<file path="config.mk">
export PLATFORM = sky130hd
export DESIGN_NAME = riscv_lsu
export DESIGN_NICKNAME = d
export VERILOG_FILES = /design/src/rtl/riscv_lsu.sv
export SDC_FILE = /design/constraint.sdc
export NUM_CORES = 1
export LEC_CHECK = 0
export ABC_AREA = 1
export BUFFER_PORTS_ARGS = -buffer_cell sky130_fd_sc_hd__buf_2
export CELL_PAD_IN_SITES_DETAIL_PLACEMENT = 1
export CELL_PAD_IN_SITES_GLOBAL_PLACEMENT = 1
export CORE_UTILIZATION = 34
export CTS_BUF_LIST = sky130_fd_sc_hd__clkbuf_2
export DETAILED_ROUTE_END_ITERATION = 8
export PLACE_DENSITY_LB_ADDON = 0.2
export SLEW_MARGIN = 0
export SYNTH_ARGS = -nofsm -noshare
export SYNTH_HDL_FRONTEND = slang
export SYNTH_SLANG_ARGS = --single-unit
</file>
<file path="constraint.sdc">
create_clock -name clk -period 1.7 [get_ports clk]
set_input_delay 0.17 -clock clk [delete_from_list [all_inputs] [get_ports clk]]
set_output_delay 0.17 -clock clk [all_outputs]
set_load 0.02 [all_outputs]
</file>
<file path="src/rtl/riscv_lsu.sv">
// Load/store unit: turns an ALU effective address plus funct3 into one aligned,
// byte-enabled word access and returns extended load data as a one-cycle response.
module riscv_lsu #(
  parameter int WORD_LENGTH = 32
) (
  input  logic                   clk,
  input  logic                   rst,
  input  logic                   req_valid,
  output logic                   req_ready,
  input  logic                   req_we,
  input  logic [2:0]             req_funct3,
  input  logic [WORD_LENGTH-1:0] req_addr,
  input  logic [WORD_LENGTH-1:0] req_wdata,
  output logic                   resp_valid,
  output logic                   resp_fault,
  output logic [WORD_LENGTH-1:0] resp_rdata,
  output logic                   mem_req,
  output logic                   mem_we,
  output logic [WORD_LENGTH-1:0] mem_addr,
  output logic [3:0]             mem_be,
  output logic [WORD_LENGTH-1:0] mem_wdata,
  input  logic                   mem_ack,
  input  logic [WORD_LENGTH-1:0] mem_rdata
);

  localparam logic [1:0] S_IDLE = 2'd0;
  localparam logic [1:0] S_BUSY = 2'd1;
  localparam logic [1:0] S_RESP = 2'd2;

  logic [1:0]             state;
  logic                   we_p0;
  logic [2:0]             funct3_p0;
  logic [WORD_LENGTH-1:0] addr_p0;
  logic [WORD_LENGTH-1:0] wdata_p0;
  logic                   fault_p1;
  logic [WORD_LENGTH-1:0] rdata_p1;
  logic                   busy;
  logic                   resp;

  function automatic logic legal_op(input logic we, input logic [2:0] f3,
                                    input logic [1:0] a);
    logic ok;
    case (f3)
      3'b000:  ok = 1'b1;
      3'b001:  ok = ~a[0];
      3'b010:  ok = (a == 2'b00);
      3'b100:  ok = ~we;
      3'b101:  ok = ~we & ~a[0];
      default: ok = 1'b0;
    endcase
    return ok;
  endfunction

  function automatic logic [3:0] byte_en(input logic [2:0] f3, input logic [1:0] a);
    logic [3:0] be;
    case (f3[1:0])
      2'b00:   be = 4'b0001 << a;
      2'b01:   be = 4'b0011 << a;
      default: be = 4'b1111;
    endcase
    return be;
  endfunction

  function automatic logic [WORD_LENGTH-1:0] lane_data(input logic [2:0] f3,
                                                       input logic [WORD_LENGTH-1:0] w);
    logic [WORD_LENGTH-1:0] d;
    case (f3[1:0])
      2'b00:   d = {4{w[7:0]}};
      2'b01:   d = {2{w[15:0]}};
      default: d = w;
    endcase
    return d;
  endfunction

  // Bit 2 of funct3 selects zero extension; bits [1:0] select the width.
  function automatic logic [WORD_LENGTH-1:0] load_extract(input logic [2:0] f3,
                                                          input logic [1:0] a,
                                                          input logic [WORD_LENGTH-1:0] rd);
    logic        [WORD_LENGTH-1:0] shifted;
    logic signed [7:0]             b;
    logic signed [15:0]            h;
    logic signed [WORD_LENGTH-1:0] ext;
    shifted = rd >> {a, 3'b000};
    b       = signed'(shifted[7:0]);
    h       = signed'(shifted[15:0]);
    case (f3)
      3'b000:  ext = WORD_LENGTH'(b);
      3'b001:  ext = WORD_LENGTH'(h);
      3'b100:  ext = signed'({24'd0, shifted[7:0]});
      3'b101:  ext = signed'({16'd0, shifted[15:0]});
      default: ext = signed'(shifted);
    endcase
    return unsigned'(ext);
  endfunction

  // Stage p0: request capture and legality; stage p1: response registers.
  always_ff @(posedge clk) begin
    if (rst) begin
      state     <= S_IDLE;
      we_p0     <= 1'b0;
      funct3_p0 <= 3'd0;
      addr_p0   <= '0;
      wdata_p0  <= '0;
      fault_p1  <= 1'b0;
      rdata_p1  <= '0;
    end else begin
      case (state)
        S_IDLE: begin
          if (req_valid) begin
            we_p0     <= req_we;
            funct3_p0 <= req_funct3;
            addr_p0   <= req_addr;
            wdata_p0  <= req_wdata;
            if (legal_op(req_we, req_funct3, req_addr[1:0])) begin
              state <= S_BUSY;
            end else begin
              state    <= S_RESP;
              fault_p1 <= 1'b1;
              rdata_p1 <= '0;
            end
          end
        end
        S_BUSY: begin
          if (mem_ack) begin
            state    <= S_RESP;
            fault_p1 <= 1'b0;
            rdata_p1 <= we_p0 ? '0 : load_extract(funct3_p0, addr_p0[1:0], mem_rdata);
          end
        end
        S_RESP:  state <= S_IDLE;
        default: state <= S_IDLE;
      endcase
    end
  end

  // Outputs decode from state and captured registers only.
  assign busy       = (state == S_BUSY);
  assign resp       = (state == S_RESP);
  assign req_ready  = (state == S_IDLE);
  assign mem_req    = busy;
  assign mem_we     = busy & we_p0;
  assign mem_addr   = busy ? {addr_p0[WORD_LENGTH-1:2], 2'b00} : '0;
  assign mem_be     = busy ? byte_en(funct3_p0, addr_p0[1:0]) : 4'b0000;
  assign mem_wdata  = busy ? lane_data(funct3_p0, wdata_p0) : '0;
  assign resp_valid = resp;
  assign resp_fault = resp & fault_p1;
  assign resp_rdata = resp ? rdata_p1 : '0;

endmodule

</file>
* After elaboration in Yosys (flattened, before gate mapping)
Index checks and enable logic that the tools add are counted.
** Operators by class
- Equality and inequality tests :: 13
- Reductions and logical operators :: 9
- Shift-type cells :: 3
- Bitwise operators :: 5
- Muxes and demuxes :: 24
** Operators with widths (count)
- two-way mux 32 bit :: 7
- one-hot mux 32 bit (2 select lines) :: 2
- one-hot mux 32 bit (4 select lines) :: 1
- right shift 32 x 5 -> 32 bit :: 1
- equality test 3 bit (second input constant) :: 4
- one-hot mux 4 bit (2 select lines) :: 1
- equality test 3 x 1 -> 1 bit (second input constant) :: 2
- logical NOT 2 bit :: 3
- logical NOT 3 bit :: 2
- two-way mux 1 bit :: 6
- two-way mux 2 bit :: 3
- inequality test 2 bit (second input constant) :: 3
- one-hot mux 1 bit (5 select lines) :: 1
- equality test 2 x 1 -> 1 bit (second input constant) :: 2
- two-way mux 4 bit :: 1
- one-hot mux 2 bit (2 select lines) :: 1
- AND reduction 2 bit :: 2
- AND reduction 4 bit :: 1
- << shifter 1 x 2 -> 4 bit (first input constant) :: 1
- << shifter 2 x 2 -> 4 bit (first input constant) :: 1
- AND 1 bit :: 3
- equality test 3 x 2 -> 1 bit (second input constant) :: 1
- equality test 2 bit (second input constant) :: 1
- inverter 1 bit :: 2
- 2 further kinds :: 2
** Storage, ports and cells
- Flip-flop bits (word level) :: 103
- Logic and storage cells :: 61
- Input bits :: 104
- Output and inout port bits :: 105

* Logic depth before layout (Yosys ltp)
Gate-level depths: netlist (run 1).
- Depth after elaboration :: 9
- Gate-level depth with buffers :: 9
- Mapped depth without buffers :: 8

* Least setup slack after synthesis (run 1)
No wires, ideal clock.
- Kind :: register -> output
- From :: register state[0]
- To :: output mem_wdata[16]
- Buffers on the path :: 1
- Arrival :: 1.426 ns
- Setup slack :: 0.104 ns
- Data required time :: 1.530 ns
- Stages on the path, launching flop included :: 6
- Path through :: dfxtp_1 -> nand2_1 -> inv_2 -> clkbuf_1 -> o21ai_0 -> a21oi_1
** Between the ends
- Word-level cells in the longest chain between the ends :: 2
** RTL lines
- from (decl) :: line 30 : logic [1:0] state;
- from (signal assigned) :: line 99 : state <= S_IDLE;
- from (signal assigned) :: line 115 : state <= S_BUSY;
- from (signal assigned) :: line 117 : state <= S_RESP;
- equality test 2 x 1 -> 1 bit :: line 137 : assign busy = (state == S_BUSY);
- via mem_req :: line 17 : output logic mem_req,
- two-way mux 32 bit :: line 144 : assign mem_wdata = busy ? lane_data(funct3_p0, wdata_p0) : '0;
- to (decl) :: line 21 : output logic [WORD_LENGTH-1:0] mem_wdata,
The timed path passes the listed nets, and every way through them passes these cells.

* Worst setup path after layout (run 1)
- From :: register state[1]
- To :: output mem_wdata[23]
** Between the ends
- Word-level cells in the longest chain between the ends :: 2
** RTL lines (line)
- equality test 2 x 1 -> 1 bit :: 137
- two-way mux 32 bit :: 144
Every way passes these cells.

==> results of run 1 <==
## layout by cell type, fill, tap and decap left out, drive strengths merged, types with 13 or more instances in the layout
master,instances
a211oi,43
a21oi,77
buf,240
clkbuf,13
dfxtp,103
dlygate4sd3,97
inv,102
nand2,197
nand3,25
nor2,177
o21ai,42
## power groups by stage
stage	clock (mW)	combinational [mW]	sequential, mW
after global placement	0	1.30	2.69
after CTS	1.42	1.57	2.66
after detailed placement	0	1.31	2.69
after global routing	1.50	1.99	2.69
final	1.38	1.83	2.67
after floorplan	0	0.877	2.67
## flip-flops by register name (all words and copies together) (netlist names)
signal and count:
state 2, wdata_p0 32, funct3_p0 3, rdata_p1 32
we_p0 1, addr_p0 32, fault_p1 1
## synth_stat cells (all sizes together)
library cell,n
nand2,197
nor2,177
dfxtp,103
inv,102
a21oi,77
a211oi,43
o21ai,42
buf,33
clkbuf,28
nand3,25
o22ai,8
o31ai,7
nor3,2
clkinv,1
conb,1
nand4,1
## critical path, stage by stage, from the launching register on
cell and delay (ns):
dfxtp_2 0.41, inv_4 0.10, nand2_8 0.11, clkinv_8 0.09, buf_12 0.13, o21ai_2 0.06, a21oi_1 0.14, buf_4 0.17
## timing repair
| item | in CTS | in global routing |
|---|---|---|
| hold buffers | 97 | 0 |
| endpoints found under the hold margin | 91 | 0 |
| setup buffers | 7 | 4 |
| endpoints found under the setup margin | 101 | 133 |
| resized for setup | 81 | 252 |
| gates cloned | 1 | 3 |
| pin swaps | 4 | 6 |
## logic make-up (layout without fill, tap and decap cells)
kind of cell,count (synthesis),in the layout
buffers and inverters,164,458
DFF,103,103
other,1,3
AOI/OAI and AO/OA,177,177
and+or+nand+nor,402,402
## stage by stage
step | setup slack (ns) | utilization, % | power (mW) | instances | TNS (ns)
6_report | -0.323 | 58.1 | 5.89 | 1354 | -22.93
5_1_grt | -0.408 | 58.1 | 6.17 | 1354 | -36.56
4_1_cts | -0.299 | 52.2 | 5.64 | 1346 | -26.23
3_5_place_dp | 0.213 | 43.3 | 4.01 | 1226 | 0
3_3_place_gp | 0.255 | 43.3 | 3.99 | 1226 | 0
2_1_floorplan | 0.104 | - | 3.55 | 848 | 0
## area by class of cell
class	instances	area, um^2
Clock buffer	11	55.1
Sequential cell	103	2070
Clock inverter	4	77.6
Timing Repair inverter	1	7.51
Tap cell	211	264
Fill cell	1949	6440
Antenna cell	1	2.50
Multi-Input combinational cell	581	3100
Inverter	103	422
Timing Repair Buffer	339	2920
## per-layer routing
layer / track usage, % / vias to the layer above / part of all wire (%)
met5: 0 / - / 0
li1: - / 3244 / -
met1: 29.8 / 3272 / 40
met3: 6.09 / 41 / 4.2
met2: 47.8 / 191 / 54
met4: 6.71 / 0 / 2.1
## path summary, 6_finish.rpt
check                     start             to  slack, ns  depth (start not counted)
setup / recovery       state[1]  mem_wdata[23]      -0.32                          7
hold reg to reg    rdata_p1[15]   rdata_p1[15]       0.48                          2
setup reg to reg       state[1]   rdata_p1[26]      -0.04                          9
hold / removal    mem_rdata[25]    rdata_p1[9]       0.04                          7
==> metrics.txt, run 1 <==
status finished, violations left; failing checks setup timing; pin count of the biggest net entering global routing 78; Die ar. 16,400 um^2; num rows 45; VDD IR-drop max just over 0.4 mV; Flop pwr share 45.4%; drt total wl roughly 24 mm; Critical Path Sink Type output port; hold slack between 0.04 and 0.05 ns; post-route clock period utilization 119%; die width about 130 um; syn_area_per_cell about 6.4 um^2; via count 6,748; Synth area leaders dfxtp_1 (38%), nand2_1 (14%), nor2_1 (12%), inv_1 (6.7%), a21oi_1 (6.2%); starting density of the core 35.2%; P_sw just over 2 mW; total global-route track usage about 26%; Final #Nets 1,242; CP required approximately 1.5 ns; final hold viol count 0; Mapped Cells roughly 850; P_leak 3.72 nW; largest family of logic cells by synthesized area simple AND/OR/NAND/NOR gates; DIE HEIGHT 128 um; Final Cell Area approximately 9000 um^2; Routed Antenna Nets 0; CTS tree yes; Worst Skew approximately 0.053 ns; number of global-route vias before repair 6,573; drt wl/cell roughly 18 um; global-route wire length before repair 33.2 mm; worst-path fanout max 8; drt first pass iters 4; Yosys top cell area share 38.1%; post-synthesis mux area share 0%; clock tree buffer depth 2; #FFs+latches synth 103; Hold Path Class primary input to flip-flop; RSZ-0062 raised after global routing yes; global route overflow 0; Syn Std Cell Area between 5000 and 6000 um^2; I/O Buffers 206; root buf cell clkbuf_2; post-synthesis simple-gate area fraction between 20% and 30%; post-route setup slack -0.323 ns; Core ar. around 15,000 um^2; synth warn 0; Clock power frac a little under a quarter; P per Cell Area roughly 660 nW/um^2; Synth Area in Adders 0%; DRC 0; fin. max-slew vios 0; DRT iter0 DRCs around 330; Post-Synth XOR/XNOR Area 0%; fmax ~500 MHz; H-tree Lvls 3; clock period minus worst slack just over 2 ns; clk_lat worst skew between 0.6 and 0.7 ns; Worst Path Arrival 1.85 ns; initial antenna violation count 1; DP HPWL between 10 and 15 mm; Ports approximately 210; total clock sinks around 100; clk slew on worst S/H paths about 0.30 ns; Gate power share 31.1%; switching part of the total approximately a third; Seq/Total Area, Yosys a little under two fifths; share of cells above drive strength 1 around a third; Post-Place Cell Area ~6700 um^2; Area growth syn-to-layout 65.1%; Worst setup SP type flip-flop; # Max-Cap Violations 0; setup violators final between 100 and 150; Num CTS Buffers 9; kind of critical path flip-flop to output port; Distinct cells, synth 27; area leader, netlist dfxtp_1; Placer Congestion approximately 0.87; Synth Area in Compound Gates approximately a fifth; cell-internal power 3.82 mW; drt via density ~5
(Power assumes the default switching activity.)
==> run 2, diff against run 1 <==
Clock period 1.7 ns to 2.2 ns, I/O delays scaled along.
==> run 2 against run 1 <==
- the flow now finishes without violations
- sequential share of layout area grew 2.2 points
- sequential power is 23% lower
- die area stayed put
- critical path depth did not move
- register-to-register slack gained 0.13 ns
- global-route usage shrank 1.3 points
- wire length fell by 9.8%
- via count fell by 2.9%
- flip-flop and latch count stayed put
==> metrics.txt, run 2 (synthesis gave the netlist of run 1 again) <==
status finished clean; Worst setup SP type flip-flop; clock period minus worst slack between 2 and 2.5 ns; gr busiest metal met2; Reg2Reg Depth 6 (-3); starting density of the core 35.2% (unchanged); kind of critical path flip-flop to output port; Reg area 2070 um^2 (-0.36%); met1 usage 29.0% (-0.79 points); grt met2 use 44.5% (-3.3 points); Num CTS Buffers 9 (unchanged); Worst Skew 0.0234 ns (-0.0293 ns); DIE HEIGHT 128 um (unchanged); beginning of the worst hold path mem_rdata[29]; Ports 209 (unchanged); Slew HR roughly 64%; H-tree Lvls 3 (unchanged); fmax 455 MHz; fin. max-slew vios 0 (unchanged); drt via density 4.84 (-2.9%); Critical Path Sink Type output port; num rows 45 (unchanged); worst-margin pin slew roughly 0.53 ns; P per Cell Area 555 nW/um^2 (-16%); Inserted Diodes 0 (-1); Largest regs addr_p0 x32, rdata_p1 x32, wdata_p0 x32; setup violators final 0 (-100%); worst r2r dst addr_p0[0]; I/O Buffers 206 (unchanged); Multi-input gate area 2790 um^2 (-10%); pin count of the biggest net entering global routing 55 (-29%); clock tree buffer depth 2 (unchanged); Min-Delay Endpoint rdata_p1[13]; most frequent cells in the layout nand2_1 (194), buf_2 (193), nor2_1 (166); Worst Path Arrival 1.98 ns (+0.13 ns); DRC 0 (unchanged); R2R setup slack 0.09 ns (+0.13 ns); Area growth syn-to-layout 50.3%; Final #Nets 1,243 (+0.081%); clk slew on worst S/H paths 0.31 ns (about the same); drt first pass iters 4 (unchanged); Die ar. 16,400 um^2 (unchanged); P_leak 3.67 nW (-1.4%); Routed Antenna Nets 0 (unchanged); CP required 1.98 ns (+0.45 ns); Placer Congestion 0.846 (-3.0%); most common cell after layout, fill and taps aside nand2_1; DRT iter0 DRCs 364 (+11%); clk_lat worst skew 0.64 ns (about the same); hold slack 0.0751 ns (+0.0309 ns); hold path depth 7 (unchanged); Crit path largest cell delay 0.42 ns (about the same); post-route clock period utilization between 90% and 100%; number of global-route vias before repair 6,539 (-0.52%); initial antenna violation count 0 (-1); worst path cell trace buf_12, nor2_4, buf_4, buf_12, nor2_1, nor2_1, buf_4; GRT met3 Usage 4.97% (-1.1 points); final hold viol count 0 (unchanged); RR Startpoint state[0]; slowest CP cell dfxtp_2; Total Power 4.51 mW (-23%); CTS tree yes; Worst Path Buf+Inv 4 (unchanged); drt wl/cell 16.0 um (-9.9%); drt total wl 21.6 mm (-9.8%); delay-heaviest family, CP buffers and inverters; total clock sinks 103 (unchanged); VDD IR-drop max 0.278 mV (-32%); DP HPWL 13.0 mm (-2.8%); Core ar. 15,400 um^2 (unchanged); final-layout fill cell count 2,055 (+5.4%); worst-path fanout max 8 (unchanged); via count 6,555 (-2.9%); Hold Path Class primary input to flip-flop; share of cells above drive strength 1 26.3% (-6.6 points); global route overflow 0 (unchanged); total global-route track usage 24.6% (-1.3 points); RSZ-0062 raised after global routing yes; die width 128 um (unchanged); Worst setup startpoint funct3_p0[1]; global-route wire length before repair 31.9 mm (-4.0%); root buf cell clkbuf_2; # Max-Cap Violations 0 (unchanged)
## run 2: cell type report
class | instances | area share [%]
clock buffers | 9 | 0.554
repair buffers | 341 | 30.1
clock inverters | 7 | 1.25
well taps | 211 | 3.25
inverters | 103 | 5.10
flip-flops and latches | 103 | 25.4
multi-input cells | 581 | 34.3
## run 2: worst reg2reg max path: stages, from the launching register on
cell,delay (ns)
dfxtp_2,0.42
nor2_2,0.17
nand2_4,0.13
nor2_1,0.11
dlygate4sd3_1,0.56
a211oi_1,0.05
dlygate4sd3_1,0.59
## run 2: power by group
group | internal (mW) | leakage, nW | total [mW] | switching [mW]
logic | 0.544 | 2.74 | 1.32 | 0.772
registers | 1.99 | 0.846 | 2.06 | 0.0703
clock network | 0.393 | 0.0864 | 1.13 | 0.736
## run 2: worst max-delay path by stage
| stage | depth (start not counted) | slack (ns) | endpoint |
|---|---|---|---|
| 3_5_place_dp | 6 | 0.54 | resp_fault |
| 2_1_floorplan | 5 | 0.55 | mem_wdata[16] |
| 3_3_place_gp | 6 | 0.58 | resp_fault |
| 5_1_grt | 6 | -0.12 | mem_wdata[17] |
| 4_1_cts | 6 | -0.01 | resp_fault |
| 6_report | 7 | 0.0009 | mem_wdata[13] |
## run 2: per-stage QoR
| stage | setup TNS, ns | utilization [%] | area (um^2) | std cells | setup WS, ns |
|---|---|---|---|---|---|
| finish | 0 | 52.9 | 8130 | 1355 | 0.000906 |
| global route | -2.84 | 52.9 | 8130 | 1355 | -0.120 |
| CTS | -0.0150 | 50.6 | 7770 | 1338 | -0.0136 |
| detailed placement | 0 | 42.7 | 6560 | 1220 | 0.537 |
| global placement | 0 | 42.7 | 6560 | 1220 | 0.582 |
| floorplan | 0 | - | 5410 | 848 | 0.554 |
## run 2: what timing repair did
item | 4_1_cts | 5_1_grt
pin swaps | 0 | 9
endpoints found under the setup margin | 58 | 76
hold buffers | 102 | 0
endpoints found under the hold margin | 78 | 0
buffers inserted | 0 | 17
resized for setup | 23 | 56
## run 2: routing by layer
layer  vias up  routed length, um
met5         -                  0
met1      3106               9080
met3        30               1070
met2       179              11100
li1       3240                  -
met4         0                386
